File: src/rtl/instruction_fetch_stage_if.sv
// Instruction-memory fetch bus: one request (req/addr accepted on ready)
// followed later by one response (rvalid/rdata).
interface instruction_fetch_stage_if;
    logic        req;
    logic [31:0] addr;
    logic        ready;
    logic        rvalid;
    logic [31:0] rdata;

    // Fetch stage side: issues requests, consumes responses.
    modport master (output req, output addr, input ready, input rvalid, input rdata);
    // Memory side: accepts requests, returns responses.
    modport slave  (input req, input addr, output ready, output rvalid, output rdata);
endinterface

File: src/rtl/instruction_fetch_stage.sv
// IF stage: owns the PC, fetches one instruction at a time from imem and
// fills the IF/ID register. Honours HDU stalls and EX-stage flushes.
module instruction_fetch_stage #(
    parameter logic [31:0] RESET_PC  = 32'h0000_0000,
    parameter logic [31:0] NOP_INSTR = 32'h0000_0013
) (
    input  logic                        i_clk,
    input  logic                        i_reset,
    input  logic                        i_pc_write,
    input  logic                        i_if_id_write,
    input  logic                        i_flush,
    input  logic [31:0]                 i_branch_target,
    instruction_fetch_stage_if.master   imem,
    output logic [31:0]                 o_if_id_pc,
    output logic [31:0]                 o_if_id_instruction,
    output logic                        o_if_id_valid
);

    typedef enum logic [2:0] {
        S_IDLE,
        S_REQ,
        S_WAIT,
        S_HOLD,
        S_DRAIN
    } state_t;

    state_t      state_q, state_d;
    logic [31:0] pc_q, pc_d;
    logic [31:0] hold_q, hold_d;
    logic [31:0] if_id_pc_d, if_id_instr_d;
    logic        if_id_valid_d;
    logic        stall;
    logic        flush_act;
    logic        load;
    logic [31:0] load_word;

    assign stall     = ~i_pc_write | ~i_if_id_write;
    // Flush is meaningless before the first request has been issued.
    assign flush_act = i_flush & (state_q != S_IDLE);

    assign imem.req  = (state_q == S_REQ);
    assign imem.addr = pc_q;

    // Next-state, PC and hold-buffer logic.
    always_comb begin
        state_d   = state_q;
        pc_d      = pc_q;
        hold_d    = hold_q;
        load      = 1'b0;
        load_word = imem.rdata;
        case (state_q)
            S_IDLE: state_d = S_REQ;
            S_REQ: begin
                if (flush_act)       state_d = imem.ready ? S_DRAIN : S_REQ;
                else if (imem.ready) state_d = S_WAIT;
            end
            S_WAIT: begin
                if (flush_act) begin
                    // Response already here is dropped; otherwise it must be drained.
                    state_d = imem.rvalid ? S_REQ : S_DRAIN;
                end else if (imem.rvalid) begin
                    if (!stall) begin
                        load    = 1'b1;
                        state_d = S_REQ;
                    end else begin
                        hold_d  = imem.rdata;
                        state_d = S_HOLD;
                    end
                end
            end
            S_HOLD: begin
                if (flush_act) begin
                    state_d = S_REQ;
                end else if (!stall) begin
                    load      = 1'b1;
                    load_word = hold_q;
                    state_d   = S_REQ;
                end
            end
            S_DRAIN: begin
                // A further flush only retargets the PC; the stale response
                // still has to come back before a new request goes out.
                if (imem.rvalid) state_d = S_REQ;
            end
            default: state_d = S_IDLE;
        endcase
        if (flush_act)  pc_d = i_branch_target;
        else if (load)  pc_d = pc_q + 32'd4;
    end

    // IF/ID next value: flush bubble beats everything, then a fetched word,
    // then a plain bubble when the HDU lets IF/ID load.
    always_comb begin
        if_id_pc_d    = o_if_id_pc;
        if_id_instr_d = o_if_id_instruction;
        if_id_valid_d = o_if_id_valid;
        if (flush_act) begin
            if_id_instr_d = NOP_INSTR;
            if_id_valid_d = 1'b0;
        end else if (load) begin
            if_id_pc_d    = pc_q;
            if_id_instr_d = load_word;
            if_id_valid_d = 1'b1;
        end else if (i_if_id_write) begin
            if_id_instr_d = NOP_INSTR;
            if_id_valid_d = 1'b0;
        end
    end

    // State, PC, hold buffer and IF/ID registers.
    always_ff @(posedge i_clk or negedge i_reset) begin
        if (!i_reset) begin
            state_q             <= S_IDLE;
            pc_q                <= RESET_PC;
            hold_q              <= 32'h0;
            o_if_id_pc          <= 32'h0;
            o_if_id_instruction <= NOP_INSTR;
            o_if_id_valid       <= 1'b0;
        end else begin
            state_q             <= state_d;
            pc_q                <= pc_d;
            hold_q              <= hold_d;
            o_if_id_pc          <= if_id_pc_d;
            o_if_id_instruction <= if_id_instr_d;
            o_if_id_valid       <= if_id_valid_d;
        end
    end

endmodule

File: src/flat_wrapper.sv
// flat-port wrapper written by rule: the top's interface ports become plain ports
module instruction_fetch_stage_flat 
#(
    parameter logic [31:0] RESET_PC  = 32'h0000_0000,
    parameter logic [31:0] NOP_INSTR = 32'h0000_0013
)
  (i_clk, i_reset, i_pc_write, i_if_id_write, i_flush, i_branch_target, o_if_id_pc, o_if_id_instruction, o_if_id_valid, imem_req, imem_addr, imem_ready, imem_rvalid, imem_rdata);
  instruction_fetch_stage_if imem_i ();
  input  logic i_clk;
  input  logic i_reset;
  input  logic i_pc_write;
  input  logic i_if_id_write;
  input  logic i_flush;
  input  logic [31:0] i_branch_target;
  output logic [31:0] o_if_id_pc;
  output logic [31:0] o_if_id_instruction;
  output logic o_if_id_valid;
  output wire logic [$bits(imem_i.req)-1:0] imem_req;
  output wire logic [$bits(imem_i.addr)-1:0] imem_addr;
  input wire logic [$bits(imem_i.ready)-1:0] imem_ready;
  input wire logic [$bits(imem_i.rvalid)-1:0] imem_rvalid;
  input wire logic [$bits(imem_i.rdata)-1:0] imem_rdata;
  assign imem_req = imem_i.req;
  assign imem_addr = imem_i.addr;
  assign imem_i.ready = imem_ready;
  assign imem_i.rvalid = imem_rvalid;
  assign imem_i.rdata = imem_rdata;
  instruction_fetch_stage #(.RESET_PC(RESET_PC), .NOP_INSTR(NOP_INSTR)) u_core (.i_clk(i_clk), .i_reset(i_reset), .i_pc_write(i_pc_write), .i_if_id_write(i_if_id_write), .i_flush(i_flush), .i_branch_target(i_branch_target), .imem(imem_i), .o_if_id_pc(o_if_id_pc), .o_if_id_instruction(o_if_id_instruction), .o_if_id_valid(o_if_id_valid));
endmodule
File: config.mk
export PLATFORM = sky130hd
export DESIGN_NAME = instruction_fetch_stage_flat
export DESIGN_NICKNAME = d
export VERILOG_FILES = /design/src/rtl/instruction_fetch_stage_if.sv /design/src/rtl/instruction_fetch_stage.sv /design/src/flat_wrapper.sv
export SDC_FILE = /design/constraint.sdc
export NUM_CORES = 1
export LEC_CHECK = 0
export BUFFER_PORTS_ARGS = -buffer_cell sky130_fd_sc_hd__buf_2
export CAP_MARGIN = 20
export CORE_AREA = 8 8 151 182
export CTS_BUF_LIST = sky130_fd_sc_hd__clkbuf_8
export DETAILED_ROUTE_END_ITERATION = 8
export DIE_AREA = 0 0 159 190
export PLACE_DENSITY_LB_ADDON = 0.25
export REMOVE_ABC_BUFFERS = 1
export SLEW_MARGIN = 15
export SYNTH_ARGS = -nofsm -noshare
export SYNTH_HDL_FRONTEND = slang
export SYNTH_SLANG_ARGS = --single-unit
File: constraint.sdc
create_clock -name i_clk -period 1.81 [get_ports i_clk]
set_clock_uncertainty 0.1 [all_clocks]
set_input_delay 0.0905 -clock i_clk [delete_from_list [all_inputs] [get_ports i_clk]]
set_output_delay 0.0905 -clock i_clk [all_outputs]
set_load 0.005 [all_outputs]
Word-level counts from Yosys, hierarchy flattened
Index checks and enable logic that the tools add are counted.
Cells by class
  mux-type cells: 26
  bitwise gates (word level): 5
  equality and inequality tests: 8
  reduce and logical (&&, ||, !) cells: 7
  add/subtract/negate cells: 1
Operators by type and width (number)
  2-to-1 mux 32 bit: 7
  adder 32 x 3 -> 32 bit, second input constant: 1
  2-to-1 mux 3 bit: 9
  one-hot mux 3 bit (5 select lines): 1
  2-to-1 mux 1 bit: 7
  equality test 3 x 2 -> 1 bit, second input constant: 2
  nonzero test 3 bit: 2
  AND reduction 4 bit: 1
  equality test 3 x 1 -> 1 bit, second input constant: 1
  equality test 3 bit, second input constant: 1
  logical NOT 3 bit: 1
  inequality test 3 x 1 -> 1 bit, second input constant: 1
  inequality test 3 x 2 -> 1 bit, second input constant: 1
  inequality test 3 bit, second input constant: 1
  NOT 1 bit: 3
  AND reduction 3 bit: 1
  2-to-1 mux 2 bit: 1
  inequality test 2 bit, second input constant: 1
  one-hot mux 1 bit (2 select lines): 1
  AND reduction 2 bit: 1
  nonzero test 2 bit: 1
  bitwise AND 1 bit: 1
  OR 1 bit: 1
Storage, ports and cells
  output and inout port bits: 98
  word-level logic and storage cells: 53
  input bits: 71
  bits in registers: 132

Longest topological paths before layout
Gate-level depths: netlist (run 1).
  word-level depth: 8
  depth in mapped cells: 9
  depth with buffers taken out: 6

Worst setup path after synthesis (run 1)
Ideal clock, no wire load.
  path type: register to register
  from: register u_core.pc_q[2], in the netlist u_core.imem.addr[2]
  to: register u_core.pc_q[22], in the netlist u_core.imem.addr[22]
  required time: 1.584 ns
  stages on the path, launching flop included: 7
  path buffers: 0
  arrival time: 1.804 ns
  setup time: 0.126 ns
  period minus slack after synthesis: 2.030 ns
  setup slack: -0.220 ns
  cell sequence: dfrtp_1 -> ha_1 -> nand3_4 -> nor4_4 -> nand2_2 -> o311a_1 -> a221o_1
On the way
  longest elaborated chain between the ends: 3
Ends and longest elaborated chain
  start: declaration: RTL line instruction_fetch_stage.sv:28  | logic [31:0] pc_q, pc_d;
  start signal: assignment: RTL line instruction_fetch_stage.sv:121  | pc_q <= pc_d;
  adder 32 x 3 -> 32 bit: RTL line instruction_fetch_stage.sv:88  | else if (load) pc_d = pc_q + 32'd4;
  2-to-1 mux 32 bit: RTL line instruction_fetch_stage.sv:88
  2-to-1 mux 32 bit: RTL line instruction_fetch_stage.sv:87  | if (flush_act) pc_d = i_branch_target;
Every way passes these cells. The select of a mux whose other input is x is not followed.
A chain may end at the register's enable or synchronous reset.

Worst setup path in the final report (run 1)
  from: register u_core.state_q[1]
  to: register u_core.hold_q[6]
On the way
  longest elaborated chain between the ends: 4
Ends and longest elaborated chain
  start: declaration: RTL line instruction_fetch_stage.sv:27  | state_t state_q, state_d;
  start signal: assignment: RTL line instruction_fetch_stage.sv:120  | state_q <= state_d;
  nonzero test 3 bit: RTL line instruction_fetch_stage.sv:39  | assign flush_act = i_flush & (state_q != S_IDLE);
  bitwise AND 1 bit: RTL line instruction_fetch_stage.sv:39
  NOT 1 bit (no source line)
  AND reduction 3 bit (no source line) *
  end signal: assignment: RTL line instruction_fetch_stage.sv:122  | hold_q <= hold_d;
  end: declaration: RTL line instruction_fetch_stage.sv:29  | logic [31:0] hold_q, hold_d;
Every way passes the cells marked *; elsewhere a longest branch is shown, timed or not.

==> summary.md, run 1 <==
| Metric | Value |
|---|---|
| Layout cell share with drive strength beyond 1 | 0.418 |
| Number of synthesized flops with an enable pin | 0 |
| Max-slew violations | 0 |
| RD Place Congestion | 0.773 |
| First drt pass iteration count | 4 |
| Post-route cell area | 9760 um2 |
| Async SR Flop Fraction | 1.00 |
| Crit end category | flop |
| HPWL reported at the end of detailed placement | 14.1 mm |
| CTS max path bufs | 2 |
| Worst EP required | about 2000 ps |
| Initial core utilization | 0.247 |
| Initial DRC count | roughly 270 |
| Cell breakdown of the critical path | buf_6 -> buf_6 -> buf_6 -> nor2b_4 -> nand4_1 -> buf_6 -> clkbuf_16 -> mux2_4 |
| Die Ht | 190 um |
| Die Wd | around 160 um |
| Seq/Total Area, Yosys | 0.548 |
| Crit-path max FO | 8 |
| Setup TNS | -531 ps |
| Post-route ant nets | 0 |
| Max Cap Violations | 0 |
| Failing checks | setup timing |
| Syn. warnings | 0 |
| Synth Area per Inst | between 10 and 15 um2 |
| #FFs+latches synth | 132 |
| Cell leakage power | slightly above 5 nW |
| Ant. Diodes | 0 |
| Worst-path clk slew | 80 ps |
| Crit path DAT | about 2100 ps |
| Sink Count | between 100 and 150 |
| Detailed-route wire length | around 23 mm |
| DRC errors left | 0 |
| Cells after Synth | 589 |
| Cell family with most CP delay | buffers and inverters |
| Area grow syn2layout | 61.8% |
| Pwr dens | ~1300 nW/um2 |
| HP Class | in -> async |
| Critical path's largest stage delay | a little over 400 ps |
| Startpoint Class | flop |
| Crit share post-route | 1.03 |
| Slowest CP cell | dfrtp_1 |
| Source-to-sink clock delay at the later pin of the worst-skew pair | about 440 ps |
| Largest net degree at the start of global routing | 47 |
| Final setup margin | -47.8 ps |
| PortBufs | around 170 |
| Reg2reg start | u_core.state_q[1]$_DFFE_PN0P_ |
| Final setup fails | 26 |
| Number of global-route vias before repair | about 6200 |
| CTS tree | built |
| Peak supply drop | between 500 and 600 uV |
| Status | complete, but fails checks |
| Area of the core | between 20000 and 25000 um2 |
| Synth unique cells | 52 |
| Num CTS Buffers | 17 |
| Fin crit period | 1860 ps |
| CP Class | reg -> reg |
| Initial antenna violation count | 0 |
| Top cell by count, worst path | buf_6 |
| Die Area | 30200 um2 |
| I/O pins | about 170 |
| Rows | between 60 and 70 |
| RSZ-0062 raised after global routing | yes |
| CTS Root Cell | clkbuf_8 |
| Fmax | 0.538 GHz |
| Buffers & Inverters on Critical Path | 5 |
| Layout Nets | 994 |
| First-pass GRT wire length | roughly 35 mm |
| DR vias/cell | 4.59 |
| Cell area after synthesis | between 6000 and 7000 um2 |
| Final hold vios | 0 |
| Via count | 5783 |
| Tot GR Track Use | 0.144 |
| Grt ovf | 0 |
| Area post-placement | around 7700 um2 |
| Total number of H-tree levels | 4 |
| Worst Setup SP | u_core.state_q[1]$_DFFE_PN0P_ |
| Slew HR | 0.694 |
| Ys flop type | dfrtp_1 |
| Worst Tran Pin Value | roughly 460 ps |
| Routed len/inst | approximately 18 um |
-- cell families after synthesis --
| group | Yosys count | synth area share |
|---|---|---|
| buffers and inverters | 40 | 0.0351 |
| AND/OR/NAND/NOR | 243 | 0.186 |
| XOR/XNOR | 3 | 0.00436 |
| AO/OA/AOI/OAI | 105 | 0.110 |
| flip-flops | 132 | 0.548 |
| multiplexers | 65 | 0.115 |
| adder cells (fa/ha/maj) | 1 | 0.00207 |
-- cell usage after synthesis (2+ instances only) --
master / count / area share
clkbuf_1: 17 / 0.011
buf_2: 10 / 0.0083
dfrtp_1: 129 / 0.54
nand2b_1: 2 / 0.0021
inv_1: 5 / 0.0031
a21oi_1: 10 / 0.0083
nand2_1: 153 / 0.095
nand3b_1: 2 / 0.0025
nand4_1: 11 / 0.011
xor2_1: 3 / 0.0044
o211ai_1: 7 / 0.0087
buf_6: 6 / 0.011
o311a_1: 2 / 0.0033
o311ai_0: 9 / 0.013
nor3b_1: 2 / 0.0025
or3_1: 4 / 0.0041
a221o_1: 6 / 0.010
nor2_1: 17 / 0.011
nor2_2: 4 / 0.0041
mux2_2: 32 / 0.060
a22oi_1: 8 / 0.010
a31oi_1: 3 / 0.0031
and2_1: 5 / 0.0052
and3_1: 2 / 0.0021
o21ai_0: 53 / 0.044
or4_1: 6 / 0.0075
nand3_1: 18 / 0.015
dfstp_2: 3 / 0.013
nor3_1: 5 / 0.0041
mux2i_1: 33 / 0.055
-- timing repair --
item,CTS,global route
resized for setup,67,75
hold endpoints to repair,230,0
setup buffers,20,11
hold buffers,70,0
setup endpoints to repair,58,101
cloned,6,5
pin swaps,17,18
-- placed cells by master, fill, tap and decap left out, drive strengths merged, types with 2 or more instances in the layout --
| cell type | count |
|---|---|
| a21oi | 10 |
| a221o | 6 |
| a22oi | 8 |
| a31oi | 3 |
| and2 | 7 |
| and3 | 3 |
| buf | 275 |
| bufinv | 4 |
| clkbuf | 27 |
| clkinv | 4 |
| dfrtp | 129 |
| dfstp | 3 |
| dlygate4sd3 | 70 |
| inv | 6 |
| mux2 | 32 |
| mux2i | 33 |
| nand2 | 154 |
| nand2b | 2 |
| nand3 | 20 |
| nand3b | 2 |
| nand4 | 11 |
| nor2 | 21 |
| nor3 | 5 |
| nor3b | 2 |
| nor4 | 2 |
| o211ai | 7 |
| o21ai | 53 |
| o311a | 2 |
| o311ai | 9 |
| or3 | 4 |
| or4 | 6 |
| xor2 | 3 |
-- flip-flops by register name, indices dropped and copies added (netlist names) --
register                    flops
u_core.hold_q                  32
u_core.imem.addr               32
u_core.o_if_id_instruction     32
u_core.o_if_id_pc              32
u_core.state_q                  3
u_core.o_if_id_valid            1
-- metal layers --
| layer | track usage | wire length [um] | up-vias | share of wire |
|---|---|---|---|---|
| li1 | - | - | 2738 | - |
| met1 | 0.178 | 10300 | 2853 | 0.45 |
| met2 | 0.241 | 10800 | 171 | 0.47 |
| met3 | 0.0426 | 1440 | 21 | 0.063 |
| met4 | 0.0385 | 231 | 0 | 0.010 |
| met5 | 0 | 0 | - | 0 |
-- per-stage QoR --
stage | setup slack (ps) | instances | util | power (mW) | hold slack [ps]
6_report | -47.8 | 1260 | 0.399 | 12.3 | 42.8
5_1_grt | -127 | 1260 | 0.399 | 13.1 | 60.3
4_1_cts | -79.5 | 1250 | 0.388 | 12.0 | 42.8
3_5_place_dp | -297 | 1122 | 0.317 | 8.49 | -41.6
3_3_place_gp | -214 | 1122 | 0.317 | 8.43 | -51.2
2_1_floorplan | -1580 | 554 | - | 6.24 | -305
-- final timing paths --
kind	to	slack, ps	depth (start not counted)
min in group i_clk	u_core.imem.addr[0]$_DFFE_PN0P_	280	4
max in group asynchronous	u_core.o_if_id_instruction[4]$_DFFE_PN1P_	920	3
worst max register to register	u_core.hold_q[6]$_DFFE_PN0P_	-50	8
worst min register to register	u_core.o_if_id_pc[6]$_DFFE_PN0P_	370	2
worst min-delay path	u_core.o_if_id_instruction[28]$_DFFE_PN0P_	40	2
worst max-delay path	u_core.hold_q[6]$_DFFE_PN0P_	-50	8
-- report_power, final --
part / switching, mW / internal, mW
Combinational: 2.29 / 2.51
Sequential: 0.664 / 3.91
Clock: 1.21 / 1.72
-- layout make-up --
class | count | area [um2]
tap | 325 | 407
fill | 2441 | 14700
multi-input combinational | 417 | 2810
inverter | 5 | 18.8
clock inverter | 9 | 148
timing repair buffer | 349 | 2750
sequential | 132 | 3310
clock buffer | 23 | 317
-- worst reg2reg max path, delay by kind of cell, from the launching register on --
family	cells	cell delay, ps
and+or+nand+nor	2	230
buffers and inverters	5	700
DFF	1	410
muxes	1	310
Power figures use the tool's default switching activity.
==> run 2, diff against run 1 <==
- ABC_CLOCK_PERIOD_IN_PS: default -> 1810
- BUFFER_PORTS_ARGS: -buffer_cell sky130_fd_sc_hd__buf_2 -> -buffer_cell sky130_fd_sc_hd__buf_4
==> summary.md, run 2 (synthesized netlist as in run 1, its figures left out) <==
| Metric | Value |
|---|---|
| Status | complete, but fails checks |
| Failing checks | setup timing |
| Finished Layout Cells | between 1000 and 1500 |
| Initial core utilization | 0.247 |
| CTS Root Cell | clkbuf_8 |
| Post-route ant nets | 0 |
| Die Wd | around 160 um |
| Final setup margin | -0.644 ps |
| Crit path DAT | 2040 ps |
| Max-slew violations | 0 |
| CTS tree | built |
| Placed cell count | 1120 |
| Seq. cell area | ~3300 um2 |
| DR vias/cell | about 4.5 |
| Die Ht | 190 um |
| Max Cap Violations | 0 |
| Number of global-route vias before repair | between 5000 and 6000 |
| Pwr dens | 1250 nW/um2 |
| Die Area | between 30000 and 40000 um2 |
| Met1 Track Usage GR | 0.177 |
| Worst EP required | approximately 2000 ps |
| Grt met2 use | 0.213 |
| Fmax | 0.552 GHz |
| Initial DRC count | 299 |
| Initial antenna violation count | 2 |
| RD Place Congestion | 0.792 |
| PortBufs | approximately 170 |
| I/O pins | 169 |
| Grt ovf | 0 |
| Final setup fails | 1 |
| Crit share post-route | 1.00 |
| Cell leakage power | roughly 4.8 nW |
| Tot GR Track Use | 0.136 |
| Area grow syn2layout | 58.4% |
| M3 GR Usage | 0.0474 |
| Crit-path max FO | 8 |
| Area of the core | approximately 24000 um2 |
| HP Class | in -> async |
| DRC errors left | 0 |
| Via count | 5550 |
| Cell breakdown of the critical path | nor2_4 -> nand3b_1 -> buf_6 -> clkbuf_16 -> o311a_1 -> a221o_1 |
| Detailed-route wire length | between 20 and 25 mm |
| Routed len/inst | approximately 17 um |
| Leading cell type in the layout, fill and taps excluded | buf_4 |
| Slowest CP cell | dfrtp_2 |
| Num CTS Buffers | 17 |
| Crit end category | flop |
| Area of the multi-input gates | 2580 um2 |
| Fin crit period | ~1800 ps |
| CTS max path bufs | 2 |
| Worst Tran Pin Value | 331 ps |
| Fillers | 2470 |
| Critical path's largest stage delay | about 450 ps |
| Slew HR | 0.779 |
| Global routing's busiest layer | met2 |
| Startpoint Class | flop |
| Cell family with most CP delay | compound AO/OA/AOI/OAI gates |
| First-pass GRT wire length | between 30 and 40 mm |
| Fin Hold WS | approximately 110 ps |
| Peak supply drop | between 500 and 600 uV |
| Rows | 63 |
| Sink Count | about 130 |
| Buffers & Inverters on Critical Path | 2 |
| First drt pass iteration count | 4 |
| Most frequent cells in the layout | buf_4, nand2_1, dfrtp_1 |
| RSZ-0062 raised after global routing | yes |
| Final hold vios | 0 |
| Worst-path clk slew | 80 ps |
| Design Power | ~12 mW |
| Layout Nets | between 900 and 1000 |
| CP Class | reg -> reg |
| Total number of H-tree levels | 4 |
| Largest net degree at the start of global routing | 58 |
| Source-to-sink clock delay at the later pin of the worst-skew pair | around 440 ps |
| Layout cell share with drive strength beyond 1 | 0.374 |
| HPWL reported at the end of detailed placement | roughly 14 mm |
## run 2: final timing paths
check | start | end | slack [ps] | cells past startpoint
worst min-delay path | i_reset | u_core.o_if_id_instruction[19]$_DFFE_PN0P_ | 110 | 3
worst max register to register | u_core.state_q[2]$_DFFE_PN0P_ | u_core.imem.addr[22]$_DFFE_PN0P_ | -0.6 | 6
worst max-delay path | u_core.state_q[2]$_DFFE_PN0P_ | u_core.imem.addr[22]$_DFFE_PN0P_ | -0.6 | 6
min in group i_clk | i_branch_target[0] | u_core.imem.addr[0]$_DFFE_PN0P_ | 300 | 4
max in group asynchronous | i_reset | u_core.o_if_id_instruction[4]$_DFFE_PN1P_ | 1150 | 3
worst min register to register | u_core.o_if_id_pc[22]$_DFFE_PN0P_ | u_core.o_if_id_pc[22]$_DFFE_PN0P_ | 380 | 2
## run 2: stage by stage
stage	util	area [um2]	worst slack, ps	TNS, ps
finish	0.391	9560	-0.644	-0.644
global route	0.391	9560	-81.8	-774
CTS	0.384	9390	5.40	0
detailed placement	0.335	8190	-70.9	-472
global placement	0.335	8190	-41.0	-125
floorplan	-	5840	-1580	-119490
## run 2: cell type report
type                            instances  area share
Timing Repair Buffer                  323       0.292
Multi-Input combinational cell        417       0.270
Tap cell                              325      0.0426
Clock buffer                           18      0.0259
Antenna cell                            2    0.000524
Sequential cell                       132       0.346
Clock inverter                         14      0.0203
Inverter                                5     0.00196
## run 2: tightest hold or removal path, delay by kind of cell
kind,cells,cell delay (ps)
buffers and inverters,3,910
## run 2: layer usage
| metal | vias up | wire (um) | part of all wire |
|---|---|---|---|
| li1 | 2683 | - | - |
| met1 | 2676 | 9580 | 0.46 |
| met2 | 174 | 9440 | 0.45 |
| met3 | 17 | 1650 | 0.079 |
| met4 | 0 | 212 | 0.010 |
| met5 | - | 0 | 0 |
## run 2: repair_timing
item | CTS | global route
resized for setup | 10 | 22
hold endpoints to repair | 228 | 0
pin swaps | 3 | 7
setup buffers | 1 | 8
gates cloned | 0 | 2
hold buffers | 71 | 0
setup endpoints to repair | 16 | 21
## run 2: power by group
group          switching (mW)  total [mW]  internal, mW
sequential              0.643        4.55          3.91
clock                    1.20        2.85          1.65
combinational            2.12        4.57          2.45
total                    3.96        12.0          8.01
==> run 3, diff against run 2 <==
- ABC_AREA: default -> 1
- CORE_AREA: 8 8 151 182 -> 8 8 160 192
- DIE_AREA: 0 0 159 190 -> 0 0 168 200
==> summary.md, run 3 <==
| Metric | Value |
|---|---|
| Die Area | approximately 34000 um2 |
| Crit-path max FO | 5 |
| Crit path DAT | between 1000 and 1500 ps |
| #FFs+latches synth | 132 |
| Synth area leader | dfrtp_1 |
| Top cells by area, synth | dfrtp_1, nand2_1, o21ai_0 |
| Num CTS Buffers | 17 |
| Crit share post-route | 0.925 |
| Layout cell share with drive strength beyond 1 | 0.213 |
| Detailed-route wire length | ~24 mm |
| Total number of H-tree levels | 4 |
| Fin crit period | between 1500 and 2000 ps |
| Synth Area per Inst | 7.19 um2 |
| Setup TNS | 0 ps |
| Startpoint Class | flop |
| Ys flop type | dfrtp_1 |
| Number of post-CTS setup repair buffers | 0 |
| Grt ovf | 0 |
| Initial DRC count | ~380 |
| Final hold vios | 0 |
| Area grow syn2layout | 44.9% |
| Routed len/inst | roughly 15 um |
| DRC errors left | 0 |
| Design Power | between 10 and 15 mW |
| Slew HR | 0.709 |
| Source-to-sink clock delay at the later pin of the worst-skew pair | 450 ps |
| Pwr dens | 1300 nW/um2 |
| Leading cell type in the layout, fill and taps excluded | nand2_1 |
| CP Class | reg -> out |
| Initial antenna violation count | 0 |
| First-pass GRT wire length | about 38 mm |
| PortBufs | between 150 and 200 |
| Ant. Diodes | 0 |
| First drt pass iteration count | 5 |
| Die Wd | ~170 um |
| Worst R2R Path Depth | 8 |
| Cells after Synth | around 940 |
| CTS tree | built |
| Area of the core | approximately 28000 um2 |
| Cell area after synthesis | between 6000 and 7000 um2 |
| Largest net degree at the start of global routing | 65 |
| Cell leakage power | ~4.9 nW |
| I/O pins | roughly 170 |
| Layout Utilization | 0.356 |
| Synth unique cells | 25 |
| Tot GR Track Use | 0.143 |
| Crit end category | output port |
| Reg2Reg Setup Slack | ~140 ps |
| Worst Tran Pin Value | ~440 ps |
| Post-synth top area share | 0.476 |
| Syn. warnings | 0 |
| Async SR Flop Fraction | 1.00 |
| CTS Root Cell | clkbuf_8 |
| RD Place Congestion | between 0.8 and 0.9 |
| Fmax | about 0.6 GHz |
| Top cells by count, synth | nand2_1, dfrtp_1, nor2_1, o21ai_0, inv_1 |
| Worst EP required | approximately 1600 ps |
| DR vias/cell | roughly 4.4 |
| CTS max path bufs | 2 |
| Initial core utilization | 0.246 |
| Via count | around 6800 |
| Number of synthesized flops with an enable pin | 0 |
| Number of global-route vias before repair | 6980 |
| Most frequent cells in the layout | nand2_1, buf_4, dfrtp_1 |
| Layout Nets | around 1300 |
| Seq/Total Area, Yosys | 0.488 |
| Peak supply drop | between 500 and 600 uV |
| Post-route ant nets | 0 |
| RSZ-0062 raised after global routing | no |
| Max-slew violations | 0 |
| Status | completed |
| Reg2reg start | u_core.state_q[2]$_DFFE_PN0P_ |
| Worst-path clk slew | approximately 80 ps |
| RR Endpoint | u_core.o_if_id_pc[2]$_DFFE_PN0P_ |
| Die Ht | about 200 um |
| HP Class | in -> async |
| Final setup fails | 0 |
| Max Cap Violations | 0 |
| Sink Count | around 130 |
| Rows | 67 |
| Most instantiated library cell after synthesis | nand2_1 |
| HPWL reported at the end of detailed placement | 17.1 mm |
[run 3: final cells by class]
class | instances | area, um2
fill | 2913 | 17800
sequential | 132 | 3310
multi-input combinational | 672 | 2890
timing repair buffer | 278 | 2380
tap | 345 | 432
inverter | 100 | 375
clock buffer | 18 | 248
clock inverter | 14 | 188
[run 3: how the worst max path moves through the flow]
stage	from	end	slack [ps]	cells past startpoint
after global placement	u_core.state_q[1]$_DFFE_PN0P_	u_core.o_if_id_instruction[4]$_DFFE_PN1P_	130	9
after global routing	u_core.state_q[2]$_DFFE_PN0P_	u_core.o_if_id_instruction[18]$_DFFE_PN0P_	4	8
after floorplan	u_core.state_q[2]$_DFFE_PN0P_	u_core.o_if_id_pc[0]$_DFFE_PN0P_	-760	8
after CTS	u_core.state_q[1]$_DFFE_PN0P_	u_core.o_if_id_instruction[18]$_DFFE_PN0P_	70	8
final	u_core.state_q[1]$_DFFE_PN0P_	imem_req	140	3
after detailed placement	u_core.state_q[1]$_DFFE_PN0P_	u_core.o_if_id_instruction[31]$_DFFE_PN0P_	100	8
[run 3: stage by stage]
stage               setup WS [ps]  std cells  hold slack [ps]  instance area [um2]
global route                 3.83       1559             39.2                 9830
global placement              134       1458            -70.5                 8680
floorplan                    -764        904             -305                 6560
CTS                          69.8       1559             3.67                 9810
finish                        136       1559             19.7                 9830
detailed placement            104       1458            -70.8                 8680
[run 3: per-layer routing]
metal | wire (um) | vias to the layer above | part of all wire | track usage
met5 | 0 | - | 0 | 0
li1 | - | 3479 | - | -
met1 | 10500 | 3163 | 0.45 | 0.174
met4 | 265 | 0 | 0.011 | 0.0351
met3 | 1730 | 15 | 0.073 | 0.0447
met2 | 11100 | 191 | 0.47 | 0.243
[run 3: cells by family after synthesis]
logic type	share of synthesized area
AOI/OAI and AO/OA	0.127
buffers and inverters	0.0876
muxes	0.00148
and+or+nand+nor	0.291
adders and majority gates	0.00184
DFF	0.488
xor gates and xnor gates	0.00258
[run 3: where the power goes]
group	internal (mW)	leakage, nW	switching (mW)	total [mW]
logic	2.36	2.99	2.79	5.15
registers	4.05	1.67	0.788	4.84
clock network	1.53	0.216	1.29	2.82
[run 3: worst max-delay path, cell delays in order (launching register included)]
cell and delay, ps:
dfrtp_1 440, nor3_1 310, buf_4 190, buf_4 110
[run 3: timing repair]
item                                   4_1_cts  5_1_grt
endpoints found under the hold margin      231        0
hold buffers                                69        0
gates resized for setup                      0        5
setup endpoints to repair                    0       18
